## config.mk

```make
export PLATFORM = sky130hd
export DESIGN_NAME = seg_reader
export DESIGN_NICKNAME = d
export VERILOG_FILES = /design/src/rtl/seg_reader.sv
export SDC_FILE = /design/constraint.sdc
export NUM_CORES = 1
export LEC_CHECK = 0
export ABC_CLOCK_PERIOD_IN_PS = 2400
export CAP_MARGIN = 40
export CORE_ASPECT_RATIO = 0.9
export CORE_MARGIN = 2
export CORE_UTILIZATION = 30
export DETAILED_ROUTE_END_ITERATION = 16
export PLACE_DENSITY_LB_ADDON = 0.08
export SYNTH_ARGS = -nofsm -noshare
export SYNTH_HDL_FRONTEND = slang
export SYNTH_SLANG_ARGS = --single-unit
```

## constraint.sdc

```tcl
create_clock -name CLK100MHZ -period 2.4 [get_ports CLK100MHZ]
set_input_delay 0.48 -clock CLK100MHZ [delete_from_list [all_inputs] [get_ports CLK100MHZ]]
set_output_delay 0.48 -clock CLK100MHZ [all_outputs]
set_load 0.01 [all_outputs]
```

## src/rtl/seg_reader.sv

```systemverilog
// Seven-segment pattern reader: synchronizes the active-low segment lines,
// debounces them with a candidate/stability filter, decodes accepted
// patterns to a hex digit and checks that successive digits count upward.
module seg_reader #(
    parameter int unsigned STABLE_CYCLES = 4
) (
    input  logic       CLK100MHZ,
    input  logic       BTND,
    input  logic       CA,
    input  logic       CB,
    input  logic       CC,
    input  logic       CD,
    input  logic       CE,
    input  logic       CF,
    input  logic       CG,
    output logic [3:0] digit,
    output logic       valid,
    output logic       blank,
    output logic       bad,
    output logic       upd,
    output logic [7:0] upd_cnt,
    output logic       seq_err
);

    localparam logic [6:0] BLANK_PAT  = 7'b1111111;
    localparam logic [7:0] STABLE_MAX = 8'(STABLE_CYCLES);

    typedef enum logic {
        NOBASE,
        BASED
    } chk_state_t;

    // Map an active-low segment pattern to {legal, value}.
    function automatic logic [4:0] decode(input logic [6:0] p);
        case (p)
            7'b1000000: decode = {1'b1, 4'h0};
            7'b1111001: decode = {1'b1, 4'h1};
            7'b0100100: decode = {1'b1, 4'h2};
            7'b0110000: decode = {1'b1, 4'h3};
            7'b0011001: decode = {1'b1, 4'h4};
            7'b0010010: decode = {1'b1, 4'h5};
            7'b0000010: decode = {1'b1, 4'h6};
            7'b1111000: decode = {1'b1, 4'h7};
            7'b0000000: decode = {1'b1, 4'h8};
            7'b0010000: decode = {1'b1, 4'h9};
            7'b0001000: decode = {1'b1, 4'hA};
            7'b0000011: decode = {1'b1, 4'hB};
            7'b1000110: decode = {1'b1, 4'hC};
            7'b0100001: decode = {1'b1, 4'hD};
            7'b0000110: decode = {1'b1, 4'hE};
            7'b0001110: decode = {1'b1, 4'hF};
            default:    decode = {1'b0, 4'h0};
        endcase
    endfunction

    logic [6:0] pat_raw;
    logic [6:0] sync1;
    logic [6:0] sync2;
    logic [6:0] cand;
    logic [6:0] committed;
    logic [7:0] cnt;
    logic [7:0] cnt_next;
    logic       accept;
    logic       cand_legal;
    logic [3:0] cand_value;
    logic       cand_blank;
    logic       seq_err_d;
    chk_state_t state;
    chk_state_t state_next;

    assign pat_raw = {CG, CF, CE, CD, CC, CB, CA};
    assign {cand_legal, cand_value} = decode(cand);
    assign cand_blank = (cand == BLANK_PAT);

    // Two-flop synchronizer on every segment line.
    // NOTE: sequential state uses non-blocking assignments so every flop
    // samples the pre-edge value of its source, giving a true two-stage chain.
    always_ff @(posedge CLK100MHZ or posedge BTND) begin
        if (BTND) begin
            sync1 <= BLANK_PAT;
            sync2 <= BLANK_PAT;
        end else begin
            sync1 <= pat_raw;
            sync2 <= sync1;
        end
    end

    // Stability counter next value and accept decision.
    // NOTE: every signal written here gets a default first so no latch is inferred.
    always_comb begin
        cnt_next = cnt;
        accept   = 1'b0;
        if (sync2 != cand) begin
            cnt_next = 8'd1;
        end else begin
            if (cnt < STABLE_MAX) begin
                cnt_next = cnt + 8'd1;
            end
            accept = (cnt_next == STABLE_MAX) && (cand != committed);
        end
    end

    // Candidate, stability counter and committed pattern registers.
    always_ff @(posedge CLK100MHZ or posedge BTND) begin
        if (BTND) begin
            cand      <= BLANK_PAT;
            cnt       <= 8'd0;
            committed <= BLANK_PAT;
        end else begin
            cnt <= cnt_next;
            if (sync2 != cand) begin
                cand <= sync2;
            end
            if (accept) begin
                committed <= cand;
            end
        end
    end

    // Sequence checker state register.
    always_ff @(posedge CLK100MHZ or posedge BTND) begin
        if (BTND) begin
            state <= NOBASE;
        end else begin
            state <= state_next;
        end
    end

    // Sequence checker next state: legal accepts set a baseline, others drop it.
    always_comb begin
        state_next = state;
        if (accept) begin
            state_next = cand_legal ? BASED : NOBASE;
        end
    end

    // Sequence checker output: digit still holds the previous legal value here.
    always_comb begin
        seq_err_d = 1'b0;
        if (accept && cand_legal && (state == BASED)) begin
            seq_err_d = (cand_value != 4'(digit + 4'd1)) && (cand_value != 4'h0);
        end
    end

    // Registered outputs, all updated on the accept edge.
    always_ff @(posedge CLK100MHZ or posedge BTND) begin
        if (BTND) begin
            digit   <= 4'h0;
            valid   <= 1'b0;
            blank   <= 1'b1;
            bad     <= 1'b0;
            upd     <= 1'b0;
            upd_cnt <= 8'd0;
            seq_err <= 1'b0;
        end else begin
            upd     <= accept;
            seq_err <= seq_err_d;
            if (accept) begin
                valid   <= cand_legal;
                blank   <= cand_blank;
                bad     <= !cand_legal && !cand_blank;
                upd_cnt <= upd_cnt + 8'd1;
                if (cand_legal) begin
                    digit <= cand_value;
                end
            end
        end
    end

endmodule

```

# [Word level (Yosys, flattened, before mapping)]
# Index checks and enable logic that the tools add are counted.
[word_totals] wordCells=54 in_bits=9 output_inout_bits=17 register_bits=54
[classes] magnitude_cmp=1 n_eq_ne=20 n_reduce_logical=10 addsub=3 muxes=7
[ops] op="case mux 5 bit (16 select lines)" count=1
[ops] op="== test 7 bit (second input constant)" count=5
[ops] op="two-way mux 8 bit" count=3
[ops] op="== test 7 x 5 -> 1 bit (second input constant)" count=3
[ops] op="== test 7 x 6 -> 1 bit (second input constant)" count=3
[ops] op="adder 8 x 1 -> 8 bit (second input constant)" count=2
[ops] op="== test 7 x 2 -> 1 bit (second input constant)" count=2
[ops] op="== test 7 x 4 -> 1 bit (second input constant)" count=2
[ops] op="inequality test 7 bit" count=2
[ops] op="== test 8 x 3 -> 1 bit (second input constant)" count=1
[ops] op="< comparator 8 x 3 -> 1 bit (second input constant)" count=1
[ops] op="== test 7 x 3 -> 1 bit (second input constant)" count=1
[ops] op="logical NOT 7 bit" count=1
[ops] op="logical AND 1 bit" count=5
[ops] op="adder 4 x 1 -> 4 bit (second input constant)" count=1
[ops] op="inequality test 4 bit" count=1
[ops] op="nonzero test 4 bit" count=1
[ops] op="two-way mux 1 bit" count=3
[ops] op="logical NOT 1 bit" count=2
[ops] op="AND reduction 2 bit" count=1

# [Longest topological paths before layout]
# Gate-level depths: netlist of run 1.
[depth] depth_word=9 mapped_depth=9 depth_no_buf=7

# [Worst setup path before layout of run 1]
# Ideal clock, no wire load.
[synth_path] path_kind="reg2reg" startpoint="reg cand[1]" endpoint="reg digit[0]" synth_period_minus_slack_ps=2048 setup_time_ps=125 required_ps=2275 path_buffers=2 t_arrival_ps=1923 path_stages_with_launch=9 slack_ps=352 cell_sequence="dfstp_2 -> buf_6 -> clkbuf_1 -> nand4b_1 -> o21ai_0 -> a22oi_1 -> nand3_1 -> nand2_1 -> mux2_2"
[synth_via] elab_chain_cells=4 word_cells_on_any_way=22 cone_classes="eq/ne: 17; mux: 2; reduce/logical: 3"
[synth_lines] element="start: declaration" line_no="59" text="logic [6:0] cand;"
[synth_lines] element="start signal: assignment" line_no="112" text="cand <= sync2;"
[synth_lines] element="parallel branches: the longest is 4 deep, another holds case mux 5 bit (16 select lines)"
[synth_lines] element="end signal: assignment" line_no="164" text="digit <= cand_value;"
[synth_lines] element="end: declaration" line_no="16" text="output logic [3:0] digit,"
# Several ways; the timed one is not identified.
# A chain may end at the register's enable or synchronous reset.

# [Final worst setup path of run 1]
[layout_path] startpoint="reg cand[1]" endpoint="reg seq_err"
[layout_via] elab_chain_cells=6 word_cells_on_any_way=27 cone_classes="eq/ne: 18; mux: 3; reduce/logical: 6"
[layout_lines] element="parallel branches: the longest is 5 deep, another holds case mux 5 bit (16 select lines)"
[layout_lines] element="two-way mux 1 bit *" line_no="140" text="if (accept && cand_legal && (state == BASED)) begin"
[layout_lines] element="net seq_err_d" line_no="67" text="logic seq_err_d;"
[layout_lines] element="end signal: assignment" line_no="157" text="seq_err <= seq_err_d;"
[layout_lines] element="end: declaration" line_no="22" text="output logic seq_err"
# Mark *: on every way through the listed nets, which the timed path passes.

==> results.ini, run 1 <==
[run_status]
status = finished, final reports clean

[place]
routabilityCongestion = 0.800
placedCellCount = 316
dp_hpwl_um = 3030
io_buffers = 25

[cells_and_area]
nFillCells = 793
layout-drive-gt1-share = 0.267
antenna_cells = 0
area_growth_pct = 16.4
nNetsFinal = 236
final_util = 0.361
final-instance-count-excl-fill = 324

[drt]
drc = 0
drt_pass1_iterations = 4
finalWirelength_um = 4290
num_vias = 1535
via_per_inst = 4.74
ant_nets = 0
drtIter0Drc = 47
wire_per_inst_um = 13.2

[sta]
period_share = 0.920
hold_ws_ps = 361
slew_violations = 0
post-route-min-period_ps = 2210
timing.slew.headroom = 0.734
tns_ps = 0
setup_viol = 0
finalHoldViolCount = 0
rsz0062_at_grt = no
fmax_ghz = 0.453
worst_pin_slew_ps = 394
finalClockSkew_ps = 8.61

[worst_setup_path]
critPathKind = flip-flop to flip-flop
max_stage_delay_ps = 720
slowest_stage = dfstp_2
reg2reg_slack_ps = 190
worstPathMaxFanout = 16
path_cells = nor4bb_1 > a21oi_1 > o311ai_1 > buf_4 > o311ai_1 > a311oi_1
worst_ep_required_time_ps = 2610
arrival_ps = 2420
startpoint_type = flip-flop
cp_common_cell = o311ai_1
endpoint_kind = flip-flop

[pwr]
seqPwrFrac = 0.614
powerDensity_mw_per_mm2 = 539
p_int_uw = 1210
p_clk_frac = 0.331
power.switching_uw = 363
vdd_ir_drop_max_v = 0.000235
power_frac_comb = 0.055
power_leakage_uw = 0.00121
p_sw_frac = 0.231

[yosys]
syn_area_mm2 = 0.00250
synth_area_per_cell_um2 = 12.0
ys_top_cells_by_area = dfstp_2 30%, dfrtp_1 24%, xnor2_1 5.6%
synthFlopType = dfstp_2
synthTopCellsByCount = 29 x dfstp_2, 24 x dfrtp_1, 16 x xnor2_1
seq_area_frac_synth = 0.544
synth_edf_count = 0
synth_most_common_cell = dfstp_2
synth.net_count = 220
ys_ff_latch = 53
ys_warn_count = 0
synth_cell_types = 44
synth.top_cell.area_share = 0.304
synth_cells = 208
yosysTopAreaCell = dfstp_2
synthArstFlopShare = 1.00

[clock_network]
cts_tree = yes
numCtsBuffers = 5
cts.sinks = 53
path_clk_slew_ps = 100
clockBufferDepth = 2
cts_root_buf = clkbuf_8
htree_levels = 2
cts_hold_buf = 0
clk_latency_ps = 300

[global_route]
grt_antenna_before_repair = 0
grt_start_max_net_pins = 30
gr-total-overflow = 0
grt_pass1_wl_um = 7780
grt_pass1_vias = 1521
track_usage = 0.107

[floorplan]
fp.dieH_um = 90.7
coreArea_mm2 = 0.00807
die-area_mm2 = 0.00909
die_w_um = 100
fp-row-count = 31
start_util = 0.310
io_pins = 26

[hold_path]
min_path_type = flip-flop to flip-flop

[flow_run]
maxCapViolCount = 0

worst max-delay path, delay by kind of cell, from the launching register on:
family | cells | cell delay (ps)
buffers and inverters | 1 | 190
DFF | 1 | 720
and+or+nand+nor | 1 | 450
AOI/OAI and AO/OA | 4 | 740
cell families (layout without fill, tap and decap cells):
| group | Yosys count | after routing | share of synthesized area |
|---|---|---|---|
| DFF | 53 | 53 | 0.544 |
| xor gates and xnor gates | 29 | 29 | 0.104 |
| buffers and inverters | 27 | 44 | 0.0635 |
| muxes | 12 | 12 | 0.0535 |
| and+or+nand+nor | 61 | 61 | 0.154 |
| AOI/OAI and AO/OA | 23 | 23 | 0.0655 |
| adders and majority gates | 3 | 3 | 0.0150 |
power by group through the flow:
stage,combinational [uW],sequential [uW],clock (uW)
3_3_place_gp,87.0,977,0
5_1_grt,97.7,971,601
3_5_place_dp,87.3,978,0
6_report,86.2,964,521
2_1_floorplan,90.2,949,0
4_1_cts,87.7,963,557
per-stage QoR:
| stage | power (uW) | area (um2) | setup WS [ps] |
|---|---|---|---|
| CTS | 1610 | 2900 | 35.7 |
| finish | 1570 | 2920 | 192 |
| floorplan | 1040 | 2500 | 352 |
| global route | 1670 | 2920 | 32.6 |
| global placement | 1060 | 2800 | 121 |
| detailed placement | 1070 | 2800 | 59.7 |
final timing paths:
| kind | cells past startpoint | endpoint | startpoint |
|---|---|---|---|
| setup / recovery | 6 | seq_err | cand[1] |
| hold / removal | 0 | sync2[0] | sync1[0] |
| setup reg to reg | 6 | seq_err | cand[1] |
| hold reg to reg | 0 | sync2[0] | sync1[0] |
| max in group asynchronous | 3 | blank | BTND |
| min in group asynchronous | 2 | sync1[2] | BTND |
layout by cell type (no fill, tap or decap), drive strengths merged, types with 2 or more instances in the layout:
cell type,n
a211oi,3
a22oi,2
xor2,12
a21oi,2
dfstp,29
xnor2,17
o311ai,2
nor3,6
nand2,9
mux2,11
clkdlybuf4s50,25
nor4,3
nor4b,3
nand4,4
and3,8
inv,4
and2,5
o21ai,5
nor2,3
o211ai,3
nand3,5
nor2b,3
nor4bb,3
nor3b,4
buf,7
dfrtp,24
clkbuf,6
ha,3
clkinv,2
timing repair:
item	CTS	global route
gates resized for setup	0	5
endpoints found under the setup margin	0	3
buffers inserted	0	0
per-layer routing:
layer	GRT usage	up-vias	routed length (um)	share of wire
li1	-	750	-	-
met1	0.155	763	2190	0.51
met2	0.153	17	1920	0.45
met3	0.0263	5	126	0.029
met4	0.0411	0	55	0.013
met5	0	-	0	0
state kept, by name (all words and copies together), names as in the netlist:
register,cells
sync2,7
state,1
digit,4
seq_err,1
blank,1
committed,7
upd,1
upd_cnt,8
cnt,8
sync1,7
cand,7
bad,1
area by class of cell:
cell class                      instances  area [um2]  share of cell area
Clock buffer                            6        82.6              0.0283
Clock inverter                          2        13.8             0.00472
Inverter                                4        15.0             0.00515
Multi-Input combinational cell        128         991               0.340
Sequential cell                        53        1370               0.471
Tap cell                               99         124              0.0425
Timing Repair Buffer                   32         315               0.108
No activity file was read; power rests on OpenSTA's default activity.
==> inputs of run 2 (changes only) <==
--- a/config.mk
+++ b/config.mk
@@ -7,9 +7,9 @@
 export LEC_CHECK = 0
 export ABC_CLOCK_PERIOD_IN_PS = 2400
 export CAP_MARGIN = 40
-export CORE_ASPECT_RATIO = 0.9
+export CORE_ASPECT_RATIO = 1.5
 export CORE_MARGIN = 2
-export CORE_UTILIZATION = 30
+export CORE_UTILIZATION = 45
 export DETAILED_ROUTE_END_ITERATION = 16
 export PLACE_DENSITY_LB_ADDON = 0.08
 export SYNTH_ARGS = -nofsm -noshare
==> run 2 against run 1 <==
Final cell count fell by 8.3%. Maximum frequency fell by 2.3%. Combinational power rose by 9.9%. First-iteration DRC count rose by 19%. Clock-buffer cell count fell by 1. Non-clock buffer count rose by 2. Sequential share of layout area rose by 0.26 points. Core utilization rose by 17 points. Largest cell class unchanged.
==> results.ini, run 2 (same netlist as run 1, synthesis figures left out) <==
[drt]
via_per_inst = 5.25  ; was 4.74
num_vias = 1558  ; was 1535
finalWirelength_um = 4060  ; was 4290 um
drtIter0Drc = 56  ; was 47
drc = 0  ; unchanged
drt_pass1_iterations = 4  ; unchanged
wire_per_inst_um = 13.7  ; was 13.2 um
ant_nets = 0  ; unchanged

[sta]
rsz0062_at_grt = no  ; unchanged
finalClockSkew_ps = 8.36  ; was 8.61 ps
post-route-min-period_ps = 2260  ; was 2210 ps
tns_ps = 0  ; unchanged
slew_violations = 0  ; unchanged
fmax_ghz = 0.443  ; was 0.453 GHz
setup_viol = 0  ; unchanged
timing.slew.headroom = 0.635  ; was 0.734
worst_pin_slew_ps = 547  ; was 394 ps
hold_ws_ps = 359  ; was 361 ps
finalHoldViolCount = 0  ; unchanged
period_share = 0.941  ; was 0.920

[worst_setup_path]
critPathKind = flip-flop to flip-flop  ; unchanged
max_stage_delay_ps = 730  ; was 720 ps
critPathBufInv = 1  ; unchanged
crit_family = flip-flops  ; was compound AO/OA/AOI/OAI gates
crit_cells = 7  ; was 6
endpoint_kind = flip-flop  ; unchanged
slowest_stage = dfstp_4  ; was dfstp_2
arrival_ps = 2470  ; was 2420 ps
reg2reg_slack_ps = 140  ; was 190 ps
startpoint_type = flip-flop  ; unchanged
worstPathMaxFanout = 19  ; was 16
reg2regPathDepth = 7  ; was 6
worst_ep_required_time_ps = 2610  ; about the same
path_cells = xor2_1 > nor4_1 > buf_4 > a41oi_1 > and3_1 > nand2_1 > mux2_2  ; was nor4bb_1 > a21oi_1 > o311ai_1 > buf_4 > o311ai_1 > a311oi_1

[pwr]
p_sw_frac = 0.242  ; was 0.231
p_clk_frac = 0.329  ; was 0.331
power_leakage_uw = 0.00122  ; was 0.00121 uW
power.switching_uw = 380  ; was 363 uW
powerDensity_mw_per_mm2 = 542  ; was 539 mW/mm2
p_int_uw = 1190  ; was 1210 uW
seqPwrFrac = 0.611  ; was 0.614
power_frac_comb = 0.060  ; was 0.055
vdd_ir_drop_max_v = 0.000399  ; was 0.000235 V

[clock_network]
cts_hold_buf = 0  ; unchanged
numCtsBuffers = 5  ; unchanged
clk_latency_ps = 310  ; was 300 ps
path_clk_slew_ps = 100  ; about the same
htree_levels = 2  ; unchanged
clockBufferDepth = 2  ; unchanged
cts_tree = yes  ; unchanged
cts.sinks = 53  ; unchanged
cts_root_buf = clkbuf_8  ; unchanged

[floorplan]
fp.dieH_um = 95.4  ; was 90.7 um
coreArea_mm2 = 0.00541  ; was 0.00807 mm2
io_pins = 26  ; unchanged
die-area_mm2 = 0.00619  ; was 0.00909 mm2
die_w_um = 64.9  ; was 100 um
fp-row-count = 33  ; was 31
start_util = 0.463  ; was 0.310

[cells_and_area]
layout.cells.most_common = dfstp_2  ; unchanged
largestRegisters = cnt x8, upd_cnt x8  ; unchanged
layout-drive-gt1-share = 0.269  ; was 0.267
area_growth_pct = 15.5  ; was 16.4%
layout_common_cells = 27 x dfstp_2, 25 x clkdlybuf4s50_1, 24 x dfrtp_1  ; was 26 x dfstp_2, 25 x clkdlybuf4s50_1, 24 x dfrtp_1
nFillCells = 477  ; was 793
antenna_cells = 0  ; unchanged
nNetsFinal = 238  ; was 236

[global_route]
grt_start_max_net_pins = 30  ; unchanged
gr-total-overflow = 0  ; unchanged
grt_pass1_wl_um = 6910  ; was 7780 um
grt_antenna_before_repair = 0  ; unchanged
grt_pass1_vias = 1509  ; was 1521
track_usage = 0.146  ; was 0.107

[place]
io_buffers = 25  ; unchanged
dp_hpwl_um = 3000  ; was 3030 um
routabilityCongestion = 0.734  ; was 0.800

[flow_run]
maxCapViolCount = 0  ; unchanged

[hold_path]
min_path_type = flip-flop to flip-flop  ; unchanged
min_path_cells = 0  ; unchanged

[run_status]
status = finished, final reports clean  ; unchanged

run 2: path summary, 6_finish.rpt:
| check | from | endpoint |
|---|---|---|
| min in group asynchronous | BTND | seq_err |
| max | cand[0] | digit[1] |
| min | sync1[0] | sync2[0] |
| min reg2reg | sync1[0] | sync2[0] |
| max reg2reg | cand[0] | digit[1] |
| max in group asynchronous | BTND | committed[4] |
run 2: through the flow:
step	cells	setup slack (ps)	util	power (uW)	area [um2]
finish	297	141	0.535	1570	2890
global route	297	17.2	0.535	1650	2890
CTS	297	87.4	0.531	1590	2870
detailed placement	289	103	0.514	1070	2780
global placement	289	177	0.514	1060	2780
floorplan	208	352	-	1040	2500
run 2: timing repair:
action | in CTS | in global routing
buffers inserted | 0 | 0
gates resized for setup | 0 | 4
setup endpoints to repair | 0 | 3
run 2: routing by layer:
| metal | track usage | part of all wire | up-vias | wire (um) |
|---|---|---|---|---|
| met5 | 0 | 0 | - | 0 |
| met4 | 0.0585 | 0.017 | 0 | 68 |
| met3 | 0.0319 | 0.030 | 6 | 120 |
| met2 | 0.274 | 0.56 | 28 | 2270 |
| met1 | 0.157 | 0.39 | 760 | 1600 |
| li1 | - | - | 764 | - |
run 2: worst reg2reg max path, cell delays in order, from the launching register on:
cell     delay, ps
dfstp_4        730
xor2_1          90
nor4_1         320
buf_4          170
a41oi_1        100
and3_1         230
nand2_1        170
mux2_2         350
run 2: area by class of cell:
type,instances,area [um2],area share
Multi-Input combinational cell,128,990,0.342
Sequential cell,53,1370,0.474
Clock buffer,5,68.8,0.0238
Timing Repair Buffer,34,334,0.116
Clock inverter,3,26.3,0.00909
Inverter,4,15.0,0.00519
Tap cell,70,87.6,0.0303
run 2: power groups by stage:
stage | sequential [uW] | combinational (uW) | clock [uW]
after floorplan | 949 | 90.2 | 0
after global placement | 969 | 93.8 | 0
after detailed placement | 972 | 96.2 | 0
after CTS | 956 | 96.4 | 541
after global routing | 962 | 106 | 577
final | 957 | 94.7 | 515
==> inputs of run 3 (changes only) <==
--- a/config.mk
+++ b/config.mk
@@ -15,3 +15,4 @@
 export SYNTH_ARGS = -nofsm -noshare
 export SYNTH_HDL_FRONTEND = slang
 export SYNTH_SLANG_ARGS = --single-unit
+export TNS_END_PERCENT = 30
==> results of run 3 <==
Final layout, timing and power as in run 2 (identical DEF).
